File: src/rtl/seg_pkg.sv
// -----------------------------------------------------------------------------
// seg_pkg
// Shared constants, types and helpers for the seven-segment scan path.
// The hex decoder downstream can reuse DIG_OFF and the nibble/digit types.
//   NUM_DIG_C  : digits scanned in this revision
//   NIBBLE_W   : bits per displayed hex digit
//   DIG_OFF    : active-low digit select with every digit disabled
//   onehot_low : active-low one-hot digit select for a digit index
// -----------------------------------------------------------------------------
package seg_pkg;

  localparam int NUM_DIG_C = 4;
  localparam int NIBBLE_W  = 4;
  localparam int IDX_W     = 2;
  localparam int VALUE_W   = NUM_DIG_C * NIBBLE_W;

  typedef logic [IDX_W-1:0]     idx_t;
  typedef logic [NIBBLE_W-1:0]  nibble_t;
  typedef logic [NUM_DIG_C-1:0] dig_t;
  typedef logic [VALUE_W-1:0]   value_t;

  localparam dig_t DIG_OFF = 4'b1111;

  // Active-low select: only bit idx is driven low.
  function automatic dig_t onehot_low(input idx_t idx);
    return ~(dig_t'(1) << idx);
  endfunction

endpackage

File: src/rtl/seg_scan_if.sv
// -----------------------------------------------------------------------------
// seg_scan_if
// Bundle between the value producer and the digit scanner.
//   value      : 16-bit hex value, nibble i belongs to digit i
//   load       : one-cycle strobe capturing value
//   blank_lz   : request leading-zero blanking
//   data       : nibble for the current scan slot (to the decoder)
//   dig        : active-low digit enables
//   frame_done : one-cycle pulse at the end of the last digit slot
// master = producer side, slave = scanner side.
// -----------------------------------------------------------------------------
interface seg_scan_if;
  import seg_pkg::*;

  value_t  value;
  logic    load;
  logic    blank_lz;
  nibble_t data;
  dig_t    dig;
  logic    frame_done;

  modport master (
    output value, load, blank_lz,
    input  data, dig, frame_done
  );

  modport slave (
    input  value, load, blank_lz,
    output data, dig, frame_done
  );

endinterface

File: src/rtl/seg_prescaler.sv
// -----------------------------------------------------------------------------
// seg_prescaler
// Divides clk into one tick per digit slot.
//   clk  : system clock
//   rst  : synchronous active-high reset
//   tick : high for the last cycle of each CLK_DIV-cycle slot
//          (high every cycle when CLK_DIV == 1)
// -----------------------------------------------------------------------------
module seg_prescaler #(
  parameter int CLK_DIV = 50000
) (
  input  logic clk,
  input  logic rst,
  output logic tick
);

  // A single-cycle slot still needs a one-bit counter to keep the code uniform.
  localparam int CNT_W = (CLK_DIV > 1) ? $clog2(CLK_DIV) : 1;
  localparam logic [CNT_W-1:0] CNT_LAST = CNT_W'(CLK_DIV - 1);

  logic [CNT_W-1:0] div_cnt;

  // NOTE: sequential state uses non-blocking assignments so every flop samples
  // the pre-edge values and simulation matches the synthesized registers.
  always_ff @(posedge clk) begin
    if (rst) begin
      div_cnt <= '0;
    end else if (div_cnt == CNT_LAST) begin
      div_cnt <= '0;
    end else begin
      div_cnt <= div_cnt + 1'b1;
    end
  end

  assign tick = (div_cnt == CNT_LAST);

endmodule

File: src/rtl/seg_scan.sv
// -----------------------------------------------------------------------------
// seg_scan
// Time-multiplexes a 16-bit hex value across NUM_DIG digits for the
// seven-segment decoder. New values are held in a pending register and only
// copied into the displayed (shadow) value at a frame boundary, so a frame
// never mixes digits of two values.
//   clk : system clock
//   rst : synchronous active-high reset
//   bus : seg_scan_if.slave
//         value/load/blank_lz in, data/dig/frame_done out (all registered)
// -----------------------------------------------------------------------------
module seg_scan
  import seg_pkg::*;
#(
  parameter int CLK_DIV = 50000,
  parameter int NUM_DIG = NUM_DIG_C
) (
  input  logic        clk,
  input  logic        rst,
  seg_scan_if.slave   bus
);

  localparam idx_t LAST_IDX = idx_t'(NUM_DIG - 1);

  logic   tick;
  logic   wrap;
  idx_t   idx;
  value_t shadow;
  value_t pending;
  logic   pend_vld;
  dig_t   blank_vec;

  seg_prescaler #(
    .CLK_DIV (CLK_DIV)
  ) u_prescaler (
    .clk  (clk),
    .rst  (rst),
    .tick (tick)
  );

  // End of the last digit slot: frame boundary where the shadow may change.
  assign wrap = tick && (idx == LAST_IDX);

  // Leading-zero blanking: digit i (i >= 1) goes dark when it and every more
  // significant nibble of the displayed value are zero. Digit 0 always shows.
  // NOTE: every signal written here gets a default before the loop, so no
  // path through the block leaves a value unassigned and no latch appears.
  always_comb begin
    logic upper_zero;
    upper_zero = 1'b1;
    blank_vec  = '0;
    for (int i = NUM_DIG_C - 1; i >= 1; i--) begin
      upper_zero   = upper_zero && (shadow[i*NIBBLE_W +: NIBBLE_W] == '0);
      blank_vec[i] = bus.blank_lz && upper_zero;
    end
  end

  // NOTE: shadow and pending are ordinary flop registers rather than a memory
  // array, so they take part in reset like the rest of the state.
  always_ff @(posedge clk) begin
    if (rst) begin
      idx            <= '0;
      shadow         <= '0;
      pending        <= '0;
      pend_vld       <= 1'b0;
      bus.data       <= '0;
      bus.dig        <= DIG_OFF;
      bus.frame_done <= 1'b0;
    end else begin
      if (tick) begin
        idx <= (idx == LAST_IDX) ? '0 : idx + 1'b1;
      end

      // Last load in a frame wins; the later wrap clause overrides pend_vld.
      if (bus.load) begin
        pending  <= bus.value;
        pend_vld <= 1'b1;
      end

      // A load landing exactly on the boundary bypasses pending.
      if (wrap && (pend_vld || bus.load)) begin
        shadow   <= bus.load ? bus.value : pending;
        pend_vld <= 1'b0;
      end

      // Outputs reflect the pre-edge slot and shadow; data keeps the nibble
      // even when the digit is blanked so the decoder input stays defined.
      bus.data       <= shadow[idx*NIBBLE_W +: NIBBLE_W];
      bus.dig        <= blank_vec[idx] ? DIG_OFF : onehot_low(idx);
      bus.frame_done <= wrap;
    end
  end

endmodule

File: src/flat_wrapper.sv
// flat-port wrapper written by rule: the top's interface ports become plain ports
module seg_scan_flat import seg_pkg::*;
#(
  parameter int CLK_DIV = 50000,
  parameter int NUM_DIG = NUM_DIG_C
)
  (clk, rst, bus_value, bus_load, bus_blank_lz, bus_data, bus_dig, bus_frame_done);
  seg_scan_if bus_i ();
  input  logic clk;
  input  logic rst;
  input wire logic [$bits(bus_i.value)-1:0] bus_value;
  input wire logic [$bits(bus_i.load)-1:0] bus_load;
  input wire logic [$bits(bus_i.blank_lz)-1:0] bus_blank_lz;
  output wire logic [$bits(bus_i.data)-1:0] bus_data;
  output wire logic [$bits(bus_i.dig)-1:0] bus_dig;
  output wire logic [$bits(bus_i.frame_done)-1:0] bus_frame_done;
  assign bus_i.value = bus_value;
  assign bus_i.load = bus_load;
  assign bus_i.blank_lz = bus_blank_lz;
  assign bus_data = bus_i.data;
  assign bus_dig = bus_i.dig;
  assign bus_frame_done = bus_i.frame_done;
  seg_scan #(.CLK_DIV(CLK_DIV), .NUM_DIG(NUM_DIG)) u_core (.clk(clk), .rst(rst), .bus(bus_i));
endmodule
File: config.mk
export PLATFORM = sky130hd
export DESIGN_NAME = seg_scan_flat
export DESIGN_NICKNAME = d
export VERILOG_FILES = /design/src/rtl/seg_pkg.sv /design/src/rtl/seg_scan_if.sv /design/src/rtl/seg_prescaler.sv /design/src/rtl/seg_scan.sv /design/src/flat_wrapper.sv
export SDC_FILE = /design/constraint.sdc
export NUM_CORES = 1
export LEC_CHECK = 0
export ABC_AREA = 0
export BUFFER_PORTS_ARGS = -buffer_cell sky130_fd_sc_hd__clkbuf_2
export CAP_MARGIN = 25
export CORE_ASPECT_RATIO = 0.75
export CORE_UTILIZATION = 57
export DETAILED_ROUTE_END_ITERATION = 8
export PLACE_DENSITY = 0.78
export SETUP_SLACK_MARGIN = 0.1
export SYNTH_ARGS = -nofsm -noshare
export SYNTH_HDL_FRONTEND = slang
export SYNTH_SLANG_ARGS = --single-unit
export TNS_END_PERCENT = 100
File: constraint.sdc
create_clock -name clk -period 3.41 [get_ports clk]
set_input_delay 0.682 -clock clk [delete_from_list [all_inputs] [get_ports clk]]
set_output_delay 0.682 -clock clk [all_outputs]
set_load 0.03 [all_outputs]
; Word level (Yosys, flattened, before mapping)
; Cells that the tools add are included.
[word_totals]
ff_bits = 60
latchBits = 0
ram_bits = 0
mem_bits_ro = 0
out_inout_bits = 9
word_cells = 34
memories = 0
[classes]
addsub = 2
mul = 0
n_div = 0
magnitude_cmp = 1
eq_ne = 2
shift = 2
mux = 4
n_bitwise = 1
n_reduce_logical = 14
[ops]
columns = operator, count
row1 = "16-bit by 1-bit adder with 16-bit output, second input constant", 1
row2 = "16-bit == test, second input constant", 1
row3 = 16-bit two-way mux, 1
row4 = 16-bit by 5-bit variable part select with 4-bit output, 1
row5 = 4-bit logical NOT, 3
row6 = 1-bit logical AND, 7
row7 = 2-bit OR reduction, 3
row8 = 4-bit NOT, 1
row9 = "1-bit by 2-bit left shift with 4-bit output, first input constant", 1
row10 = "2-bit by 3-bit less-than comparator with 1-bit output, second input constant", 1
row11 = "2-bit by 1-bit adder with 2-bit output, second input constant", 1
row12 = 1-bit binary-select mux with 2-bit select, 1
row13 = "2-bit == test, second input constant", 1
row14 = 2-bit two-way mux, 1
row15 = 1-bit logical OR, 1
row16 = 1-bit two-way mux, 1

; Depth between registers and ports, before layout
; Gate-level depths: netlist (run 1).
[logic_depth]
word_depth = 7
depth_mapped = 7

; By module
; A second synthesis (run 1) with hierarchy kept.
[hier_totals]
cells_unflattened = 240
hier_area_um2 = 2487.4
[by_module_without_submodules]
columns = mod, n_inst, cells_per_inst, area_per_inst_um2, seq_area_each_um2
row1 = seg_scan, 1, 159, 1776.7, 880.8
row2 = seg_prescaler, 1, 81, 710.7, 320.3

; Least setup slack after synthesis (run 1)
; Ideal clock, no wire load.
[synth_path]
path_kind = register to register
startpoint = reg u_core.u_prescaler.div_cnt[11]
endpoint = reg u_core.shadow[0]
setup_ns = 0.121
arrival_ns = 2.311
t_required_ns = 3.289
setup_slack_ns = 0.978
stages_incl_launch_ff = 7
synth_period_minus_slack_ns = 2.432
cell_sequence = dfxtp_1 -> or4_1 -> or4_4 -> or3b_1 -> buf_6 -> buf_12 -> mux2_4
[synth_via]
elab_chain_len = 3
[synth_lines]
columns = item, line
row1 = start: declaration, seg_prescaler.sv:21  ; logic [CNT_W-1:0] div_cnt;
row2 = start signal: assignment, seg_prescaler.sv:31  ; div_cnt <= div_cnt + 1'b1;
row3 = 16-bit == test, seg_prescaler.sv:35  ; assign tick = (div_cnt == CNT_LAST);
row4 = 1-bit logical AND, seg_scan.sv:42  ; assign wrap = tick && (idx == LAST_IDX);
row5 = 1-bit logical AND, seg_scan.sv:81  ; if (wrap && (pend_vld || bus.load)) begin
row6 = end signal: assignment, seg_scan.sv:82  ; shadow <= bus.load ? bus.value : pending;
row7 = end: declaration, seg_scan.sv:28  ; value_t shadow;
; Every way passes these cells.
; A chain may end at the register's enable or synchronous reset.

; Worst setup path after layout (run 1)
[layout_path]
startpoint = reg u_core.u_prescaler.div_cnt[0]
endpoint = reg u_core.shadow[2]
; Same word-level chain as after synthesis.

==> results of run 1 <==
cell usage after synthesis, drive strengths merged (3+ instances only):
| cell | n | share of area (%) |
|---|---|---|
| inv | 6 | 0.91 |
| mux4 | 4 | 3.6 |
| mux2i | 16 | 6.5 |
| nand3 | 5 | 1.0 |
| ha | 5 | 2.5 |
| nor2 | 37 | 5.6 |
| nor3 | 5 | 1.0 |
| nand3b | 4 | 1.2 |
| mux2 | 16 | 8.8 |
| dfxtp | 60 | 48 |
| nor4 | 7 | 1.8 |
| clkbuf | 8 | 1.2 |
| nand4 | 3 | 0.76 |
| buf | 3 | 1.5 |
| nand2 | 8 | 1.2 |
| nor2b | 20 | 5.0 |
| xnor2 | 13 | 4.6 |
flip-flops by register name (all words and copies together) (netlist names):
register and count:
u_core.pend_vld 1, u_core.bus.frame_done 1, u_core.idx 2, u_core.pending 16, u_core.bus.dig 4, u_core.u_prescaler.div_cnt 16, u_core.bus.data 4, u_core.shadow 16
power breakdown:
part	internal [W]	switching, W	leakage, nW
logic	0.0000246	0.0000331	0.581
clock network	0.000323	0.000248	0.0937
registers	0.000717	0.00000581	0.488
total	0.00106	0.000287	1.16
worst register-to-register path, cell delays in order, from the launching register on:
cell	delay (ns)
dfxtp_1	0.38
ha_1	0.20
nand3_1	0.26
or4_4	0.63
or3b_1	0.75
mux2_4	0.44
routing by layer:
metal  GRT usage, %  wire, µm  vias up
li1               -         -      852
met1           26.7      2100      796
met2           36.2      2050       50
met3           9.38       279        8
met4           7.67        65        0
met5              0         0        -
per-stage QoR:
stage	worst slack [ns]	std cells	util (%)	power, W
global placement	0.750	307	64.1	0.000793
global route	0.495	323	68.5	0.00141
CTS	0.643	323	68.5	0.00137
floorplan	0.978	234	-	0.000776
detailed placement	0.678	307	64.1	0.000796
finish	0.651	323	68.5	0.00135
cell families after synthesis:
| kind of cell | count (synthesis) | synth area share (%) |
|---|---|---|
| buffers and inverters | 17 | 3.58 |
| flip-flops | 60 | 48.4 |
| multiplexers | 36 | 18.9 |
| adder cells (fa/ha/maj) | 5 | 2.52 |
| AND/OR/NAND/NOR | 97 | 20.4 |
| XOR/XNOR | 14 | 4.94 |
| AO/OA/AOI/OAI | 5 | 1.21 |
path summary, 6_finish.rpt:
path | from | to | slack (ns) | cells past startpoint
min | u_core.u_prescaler.div_cnt[0]$_SDFF_PP0_ | u_core.u_prescaler.div_cnt[0]$_SDFF_PP0_ | 0.50 | 1
max reg2reg | u_core.u_prescaler.div_cnt[0]$_SDFF_PP0_ | u_core.shadow[2]$_SDFFE_PP0P_ | 0.65 | 5
max | u_core.u_prescaler.div_cnt[0]$_SDFF_PP0_ | u_core.shadow[2]$_SDFFE_PP0P_ | 0.65 | 5
min reg2reg | u_core.u_prescaler.div_cnt[0]$_SDFF_PP0_ | u_core.u_prescaler.div_cnt[0]$_SDFF_PP0_ | 0.50 | 1
cells in the final DEF, fill, tap and decap left out, types with 2 or more instances in the layout:
| cell type | count |
|---|---|
| nor2_1 | 37 |
| mux4_2 | 4 |
| clkbuf_2 | 28 |
| clkbuf_8 | 12 |
| mux2i_1 | 16 |
| clkbuf_1 | 3 |
| nand4b_1 | 2 |
| nand4_1 | 3 |
| nand2_1 | 8 |
| nor4_1 | 7 |
| nand3_1 | 5 |
| ha_1 | 5 |
| inv_1 | 6 |
| nor3_1 | 5 |
| mux2_2 | 6 |
| nor2b_1 | 20 |
| dfxtp_1 | 60 |
| mux2_4 | 10 |
| xnor2_1 | 13 |
| a21oi_1 | 2 |
| nand3b_1 | 4 |
layout make-up:
cell class,instances,area [µm²],area share [%]
Inverter,6,22.5,0.801
Clock inverter,1,5.00,0.178
Timing Repair Buffer,29,148,5.25
Tap cell,55,68.8,2.45
Sequential cell,60,1200,42.7
Multi-Input combinational cell,157,1190,42.3
Clock buffer,15,176,6.28
==> results.yml, run 1 <==
synth:
  ys_seq_area_share_pct: 48.4
  synth_area_per_cell_um2: 10.6
  async_reset_ff_share_pct: 0
  synth_edf_count: 0
  synth.distinct_cells: 32
  ys_ff_latch: 60
  ys.flop_type: "dfxtp_1"
  yosysWarningCount: 0
  syn_inst: 234
  netlist_area_mm2: 0.00248
  synth_nets: 259
worst_setup_path:
  max_stage_delay_ns: 0.75
  critPathBufInv: 0
  critPathKind: "flip-flop to flip-flop"
  path_cells: "ha_1 > nand3_1 > or4_4 > or3b_1 > mux2_4"
  startpoint_type: "flip-flop"
  crit_fanout: 16
  critical_path_arrival_ns: 2.98
  required_ns: 3.63
  cp-end-kind: "flip-flop"
  crit_slowest_cell: "or3b_1"
  critPathTopFamily: "simple AND/OR/NAND/NOR gates"
timing:
  fin_setup_tns_ns: 0
  clock.fmax_ghz: 0.362
  slew_headroom_pct: 40.4
  rsz0062_at_grt: "false"
  fin_crit_ns: 2.76
  holdWs_ns: 0.501
  slew_violations: 0
  fin_skew_ns: 0.00739
  min_period_over_period_pct: 80.9
  final-hold-violation-count: 0
  setup_viol: 0
  tightest_slew_ns: 0.893
flow_run:
  maxCapViolations: 0
detailed_routing:
  route.vias.total: 1706
  dr.pass1.iters: 5
  avgRoutedWirePerCell_um: 13.9
  drcViolationCount: 0
  drt-initial-drc-count: 76
  via_per_inst: 5.28
  antenna_left: 0
  routed_wirelength_mm: 4.50
power:
  powerDensity_mw_per_mm2: 481
  p_leak_nw: 1.16
  irDropWorstVdd_mv: 0.308
grt:
  grt_pass1_vias: 1656
  antenna_found_initial: 0
  grt_pass1_wl_mm: 7.58
  grtUsageTotal_pct: 22.2
  grt-ovfl-total: 0
  grt_max_degree: 47
worst_hold_path:
  hp-class: "flip-flop to flip-flop"
clock_tree:
  clkSinkCount: 60
  cts_resized: 0
  htreeDepth: 3
  hold_buffers: 0
  cts_root_buffer: "clkbuf_8"
  path_clk_slew_ns: 0.06
  cts-buffers-inserted: 9
  postCtsSetupBuffers: 0
  clkLatencyLatePin_ns: 0.33
  cts_tree: "done"
  cts_buffer_depth: 2
floorplanning:
  die_w_um: 78.2
  chipHeight_um: 59.1
  start_util_pct: 60.4
  core_mm2: 0.00410
  rows: 20
  dieArea_mm2: 0.00462
  io_pins: 29
final_layout:
  filler_cell_count: 337
  nets: 288
  syn2layout_area_growth_pct: 13.4
  finish.instance_area_mm2: 0.00281
  diodes: 0
  drive_gt1_share_pct: 23.9
place:
  dp_hpwl_mm: 3.02
  placed_area_mm2: 0.00263
  port_buffers: 28
  place_congestion: 0.816
run_status:
  status: "completed"
Power figures use the tool's default switching activity.
==> run 2, diff against run 1 <==
--- a/config.mk
+++ b/config.mk
@@ -9,9 +9,9 @@
 export BUFFER_PORTS_ARGS = -buffer_cell sky130_fd_sc_hd__clkbuf_2
 export CAP_MARGIN = 25
 export CORE_ASPECT_RATIO = 0.75
-export CORE_UTILIZATION = 57
+export CORE_UTILIZATION = 51
 export DETAILED_ROUTE_END_ITERATION = 8
-export PLACE_DENSITY = 0.78
+export PLACE_DENSITY = 0.74
 export SETUP_SLACK_MARGIN = 0.1
 export SYNTH_ARGS = -nofsm -noshare
 export SYNTH_HDL_FRONTEND = slang
==> constraint.sdc (replaced) <==
create_clock -name clk -period 2.45 [get_ports clk]
set_input_delay 0.49 -clock clk [delete_from_list [all_inputs] [get_ports clk]]
set_output_delay 0.49 -clock clk [all_outputs]
set_load 0.03 [all_outputs]
==> results.yml, run 2 (synthesis gave the netlist of run 1 again) <==
grt:
  antenna_found_initial: 0
  grt_pass1_vias: 1632
  grt-ovfl-total: 0
  grt_pass1_wl_mm: 7.86
  grt_max_degree: 22
  grtUsageTotal_pct: 20.9
worst_setup_path:
  critPathTopFamily: "simple AND/OR/NAND/NOR gates"
  crit_slowest_cell: "or4_4"
  required_ns: 2.67
  max_stage_delay_ns: 0.55
  regToRegStartpoint: "u_core.u_prescaler.div_cnt[10]$_SDFF_PP0_"
  critPathBufInv: 1
  cp-end-kind: "flip-flop"
  cpMostUsedCell: "or4_4"
  timing.rr.end: "u_core.shadow[2]$_SDFFE_PP0P_"
  startpoint_type: "flip-flop"
  path_cells: "or4_4 > or4_4 > or3b_4 > buf_12 > mux2_4"
  crit_fanout: 16
  critPathKind: "flip-flop to flip-flop"
  critical_path_arrival_ns: 2.56
  rrSetupSlack_ns: 0.12
  rr_worst_depth: 5
detailed_routing:
  wl_met3_um: 264
  dr.pass1.iters: 5
  met2_length_mm: 1.96
  wl_met1_mm: 2.37
  avgRoutedWirePerCell_um: 14.0
  drcViolationCount: 0
  drt-initial-drc-count: 51
  via_per_inst: 5.18
  route.vias.total: 1713
  routed.top_layer: "met4"
  routed_wirelength_mm: 4.63
  antenna_left: 0
worst_hold_path:
  min_to: "u_core.pending[8]$_SDFF_PP0_"
  hp-class: "input port to flip-flop"
  holdPathStages: 3
  hold_start: "bus_value[8]"
place:
  dp_hpwl_mm: 3.07
  dpl_worst_slack_ns: 0.0653
  place_congestion: 0.842
  port_buffers: 28
  placed_area_mm2: 0.00270
flow_run:
  maxCapViolations: 0
clock_tree:
  cts_tree: "done"
  cts-buffers-inserted: 9
  clkLatencyLatePin_ns: 0.34
  path_clk_slew_ns: 0.06
  cts_root_buffer: "clkbuf_8"
  cts_buffer_depth: 2
  clkSinkCount: 60
  hold_buffers: 0
  htreeDepth: 3
floorplanning:
  die_w_um: 82.5
  rows: 21
  dieArea_mm2: 0.00515
  core_mm2: 0.00457
  chipHeight_um: 62.4
  start_util_pct: 54.2
  io_pins: 29
timing:
  final-hold-violation-count: 0
  post-route-worst-setup-slack_ns: 0.119
  clock.fmax_ghz: 0.429
  holdWs_ns: 0.446
  tightest_slew_ns: 0.610
  min_period_over_period_pct: 95.1
  fin_skew_ns: 0.00697
  fin_setup_tns_ns: 0
  slew_headroom_pct: 58.9
  setup_viol: 0
  fin_crit_ns: 2.33
  slew_violations: 0
  rsz0062_at_grt: "false"
final_layout:
  syn2layout_area_growth_pct: 18.3
  diodes: 0
  nets: 295
  final_common_cell: "dfxtp_1"
  top_regs: "u_core.pending (16), u_core.shadow (16), u_core.u_prescaler.div_cnt (16)"
  final_cell_mix: "59 x dfxtp_1, 37 x nor2_1, 28 x clkbuf_2, 20 x nor2b_1, 16 x mux2i_1"
  fin_util_pct: 64.2
  drive_gt1_share_pct: 28.1
  finish.instance_area_mm2: 0.00293
power:
  irDropWorstVdd_mv: 0.542
  powerDensity_mw_per_mm2: 710
  p_leak_nw: 1.22
run_status:
  status: "completed"
## run 2: cell count changes in the layout (fill, tap and decap cells not counted), sizes merged
cell and delta:
buf +7, clkbuf -4, bufinv +2, clkinvlp +1
## run 2: per-layer routing
metal / vias to the layer above / GRT usage [%]
met1: 790 / 28.5
met3: 4 / 10.5
li1: 873 / -
met5: - / 0
met2: 46 / 28.3
met4: 0 / 7.33
## run 2: power by group
part | total, W | switching (W) | internal (W)
combinational | 0.0000840 | 0.0000466 | 0.0000374
clock | 0.000993 | 0.000373 | 0.000620
sequential | 0.00100 | 0.00000778 | 0.000997
total | 0.00208 | 0.000427 | 0.00165
## run 2: worst max path at each step
stage / end / cells past startpoint / startpoint
after floorplan: u_core.shadow[0]$_SDFFE_PP0P_ / 6 / u_core.u_prescaler.div_cnt[10]$_SDFF_PP0_
after global placement: u_core.shadow[8]$_SDFFE_PP0P_ / 5 / u_core.u_prescaler.div_cnt[10]$_SDFF_PP0_
after detailed placement: u_core.shadow[8]$_SDFFE_PP0P_ / 5 / u_core.u_prescaler.div_cnt[10]$_SDFF_PP0_
after CTS: u_core.shadow[4]$_SDFFE_PP0P_ / 5 / u_core.u_prescaler.div_cnt[10]$_SDFF_PP0_
after global routing: u_core.shadow[5]$_SDFFE_PP0P_ / 5 / u_core.u_prescaler.div_cnt[10]$_SDFF_PP0_
final: u_core.shadow[2]$_SDFFE_PP0P_ / 5 / u_core.u_prescaler.div_cnt[10]$_SDFF_PP0_
## run 2: tightest hold or removal path: stages
cell and delay, ns:
clkbuf_2 0.07, mux2i_1 0.05, nor2_1 0.12
## run 2: repair_timing
| item | CTS | global route |
|---|---|---|
| resized for setup | 2 | 0 |
| buffers inserted | 0 | 1 |
| endpoints found under the setup margin | 13 | 14 |
## run 2: layout make-up
| type | instances | area, µm² |
|---|---|---|
| Fill cell | 393 | 1640 |
| Sequential cell | 60 | 1200 |
| Multi-Input combinational cell | 157 | 1200 |
| Timing Repair Buffer | 36 | 213 |
| Clock buffer | 11 | 151 |
| Clock inverter | 4 | 72.6 |
| Tap cell | 57 | 71.3 |
| Inverter | 6 | 22.5 |
## run 2: stage by stage
step	total power, W	std cells
finish	0.00208	331
global route	0.00217	331
CTS	0.00210	330
detailed placement	0.00111	315
global placement	0.00111	315
floorplan	0.00108	234
==> run 3, diff against run 2 <==
--- a/config.mk
+++ b/config.mk
@@ -9,9 +9,9 @@
 export BUFFER_PORTS_ARGS = -buffer_cell sky130_fd_sc_hd__clkbuf_2
 export CAP_MARGIN = 25
 export CORE_ASPECT_RATIO = 0.75
-export CORE_UTILIZATION = 51
+export CORE_UTILIZATION = 57
 export DETAILED_ROUTE_END_ITERATION = 8
-export PLACE_DENSITY = 0.74
+export PLACE_DENSITY = 0.78
 export SETUP_SLACK_MARGIN = 0.1
 export SYNTH_ARGS = -nofsm -noshare
 export SYNTH_HDL_FRONTEND = slang
==> constraint.sdc (replaced) <==
create_clock -name clk -period 2.33 [get_ports clk]
set_input_delay 0.466 -clock clk [delete_from_list [all_inputs] [get_ports clk]]
set_output_delay 0.466 -clock clk [all_outputs]
set_load 0.03 [all_outputs]
==> results.yml, run 3 (synthesis gave the netlist of run 1 again) <==
worst_hold_path:
  min_to: "u_core.pending[15]$_SDFF_PP0_"
  hold_start: "bus_value[15]"
  holdPathStages: 3
  hp-class: "input port to flip-flop"
worst_setup_path:
  timing.rr.end: "u_core.shadow[15]$_SDFFE_PP0P_"
  critical_path_arrival_ns: 2.51
  startpoint_type: "flip-flop"
  cp-end-kind: "flip-flop"
  critPathKind: "flip-flop to flip-flop"
  rr_worst_depth: 5
  rrSetupSlack_ns: 0.05
  crit_fanout: 8
  regToRegStartpoint: "u_core.u_prescaler.div_cnt[10]$_SDFF_PP0_"
  required_ns: 2.56
final_layout:
  syn2layout_area_growth_pct: 18.6
  diodes: 0
  top_regs: "u_core.pending (16), u_core.shadow (16), u_core.u_prescaler.div_cnt (16)"
  filler_cell_count: 304
  final_cell_mix: "58 x dfxtp_1, 37 x nor2_1, 28 x clkbuf_2, 20 x nor2b_1, 16 x mux2i_1"
  final_common_cell: "dfxtp_1"
  finalNonFillerCells: 335
  drive_gt1_share_pct: 30.0
  nets: 302
timing:
  fin_crit_ns: 2.28
  clock.fmax_ghz: 0.439
  slew_violations: 0
  holdWs_ns: 0.406
  tightest_slew_ns: 0.613
  min_period_over_period_pct: 97.8
  final-hold-violation-count: 0
  setup_viol: 0
  fin_skew_ns: 0.00358
  rsz0062_at_grt: "true"
  slew_headroom_pct: 58.7
floorplanning:
  rows: 20
  core_mm2: 0.00410
  die_w_um: 78.2
  chipHeight_um: 59.1
  io_pins: 29
  dieArea_mm2: 0.00462
  start_util_pct: 60.4
detailed_routing:
  drcViolationCount: 0
  drt-initial-drc-count: 73
  routed_wirelength_mm: 4.52
  antenna_left: 0
  via_per_inst: 5.13
  route.vias.total: 1720
  dr.pass1.iters: 4
  avgRoutedWirePerCell_um: 13.5
clock_tree:
  clkLatencyLatePin_ns: 0.34
  path_clk_slew_ns: 0.06
  htreeDepth: 3
  cts-buffers-inserted: 9
  cts_root_buffer: "clkbuf_8"
  cts_tree: "done"
  clkSinkCount: 60
  cts_buffer_depth: 2
run_status:
  status: "completed"
grt:
  grt_pass1_vias: 1570
  grt_pass1_wl_mm: 7.65
  grt_max_degree: 18
  grt-ovfl-total: 0
  antenna_found_initial: 0
  grtUsageTotal_pct: 22.8
power:
  total_power_w: 0.00191
  irDropWorstVdd_mv: 0.482
  p_leak_nw: 1.24
  powerDensity_mw_per_mm2: 650
place:
  dp_hpwl_mm: 3.11
  dp.cells: 319
  port_buffers: 28
  place_congestion: 0.842
flow_run:
  maxCapViolations: 0
## run 3: through the flow
stage	utilization (%)	area [µm²]	TNS, ns	worst slack (ns)
2_1_floorplan	-	2490	-0.254	-0.0254
3_3_place_gp	66.7	2740	0	0.0667
3_5_place_dp	66.7	2740	0	0.0455
4_1_cts	71.6	2940	0	0.0537
5_1_grt	71.7	2940	0	0.0152
6_report	71.7	2940	0	0.0506
## run 3: power breakdown
| group | leakage [nW] | internal, W | total, W | switching (W) |
|---|---|---|---|---|
| registers | 0.489 | 0.00105 | 0.00106 | 0.00000884 |
| clock network | 0.0848 | 0.000397 | 0.000766 | 0.000369 |
| logic | 0.666 | 0.0000395 | 0.0000891 | 0.0000496 |
## run 3: per-layer routing
layer  wire (µm)  GRT usage (%)  vias up
met5           0              0        -
met4          75           10.3        0
met3         232           8.46        7
met2        1920           33.3       46
met1        2290           30.2      785
li1            -              -      882
## run 3: what timing repair did
action,in CTS,in global routing
pin swaps,1,0
cloned,1,0
setup endpoints to repair,16,17
hold buffers,0,0
setup buffers,1,0
gates resized for setup,4,1
## run 3: cell type report
class	instances	area (µm²)	area share, %
sequential	60	1200	40.9
tap	55	68.8	2.34
timing repair buffer	43	285	9.70
inverter	6	22.5	0.766
clock buffer	11	141	4.81
clock inverter	3	15.0	0.510
multi-input combinational	157	1200	41.0
## run 3: critical path: stages, from the launching register on
cell,delay (ns)
dfxtp_2,0.32
or4_4,0.52
or4_4,0.42
or3b_4,0.44
buf_12,0.17
mux2_4,0.29
## run 3: how the worst max path moves through the flow
stage                                                    from                              to  slack (ns)  cells past startpoint
global placement    u_core.u_prescaler.div_cnt[10]$_SDFF_PP0_   u_core.shadow[8]$_SDFFE_PP0P_        0.07                      5
floorplan           u_core.u_prescaler.div_cnt[10]$_SDFF_PP0_   u_core.shadow[0]$_SDFFE_PP0P_       -0.03                      6
global route        u_core.u_prescaler.div_cnt[10]$_SDFF_PP0_  u_core.shadow[15]$_SDFFE_PP0P_        0.02                      5
detailed placement  u_core.u_prescaler.div_cnt[10]$_SDFF_PP0_   u_core.shadow[5]$_SDFFE_PP0P_        0.05                      5
CTS                 u_core.u_prescaler.div_cnt[10]$_SDFF_PP0_  u_core.shadow[15]$_SDFFE_PP0P_        0.05                      5
finish              u_core.u_prescaler.div_cnt[10]$_SDFF_PP0_  u_core.shadow[15]$_SDFFE_PP0P_        0.05                      5
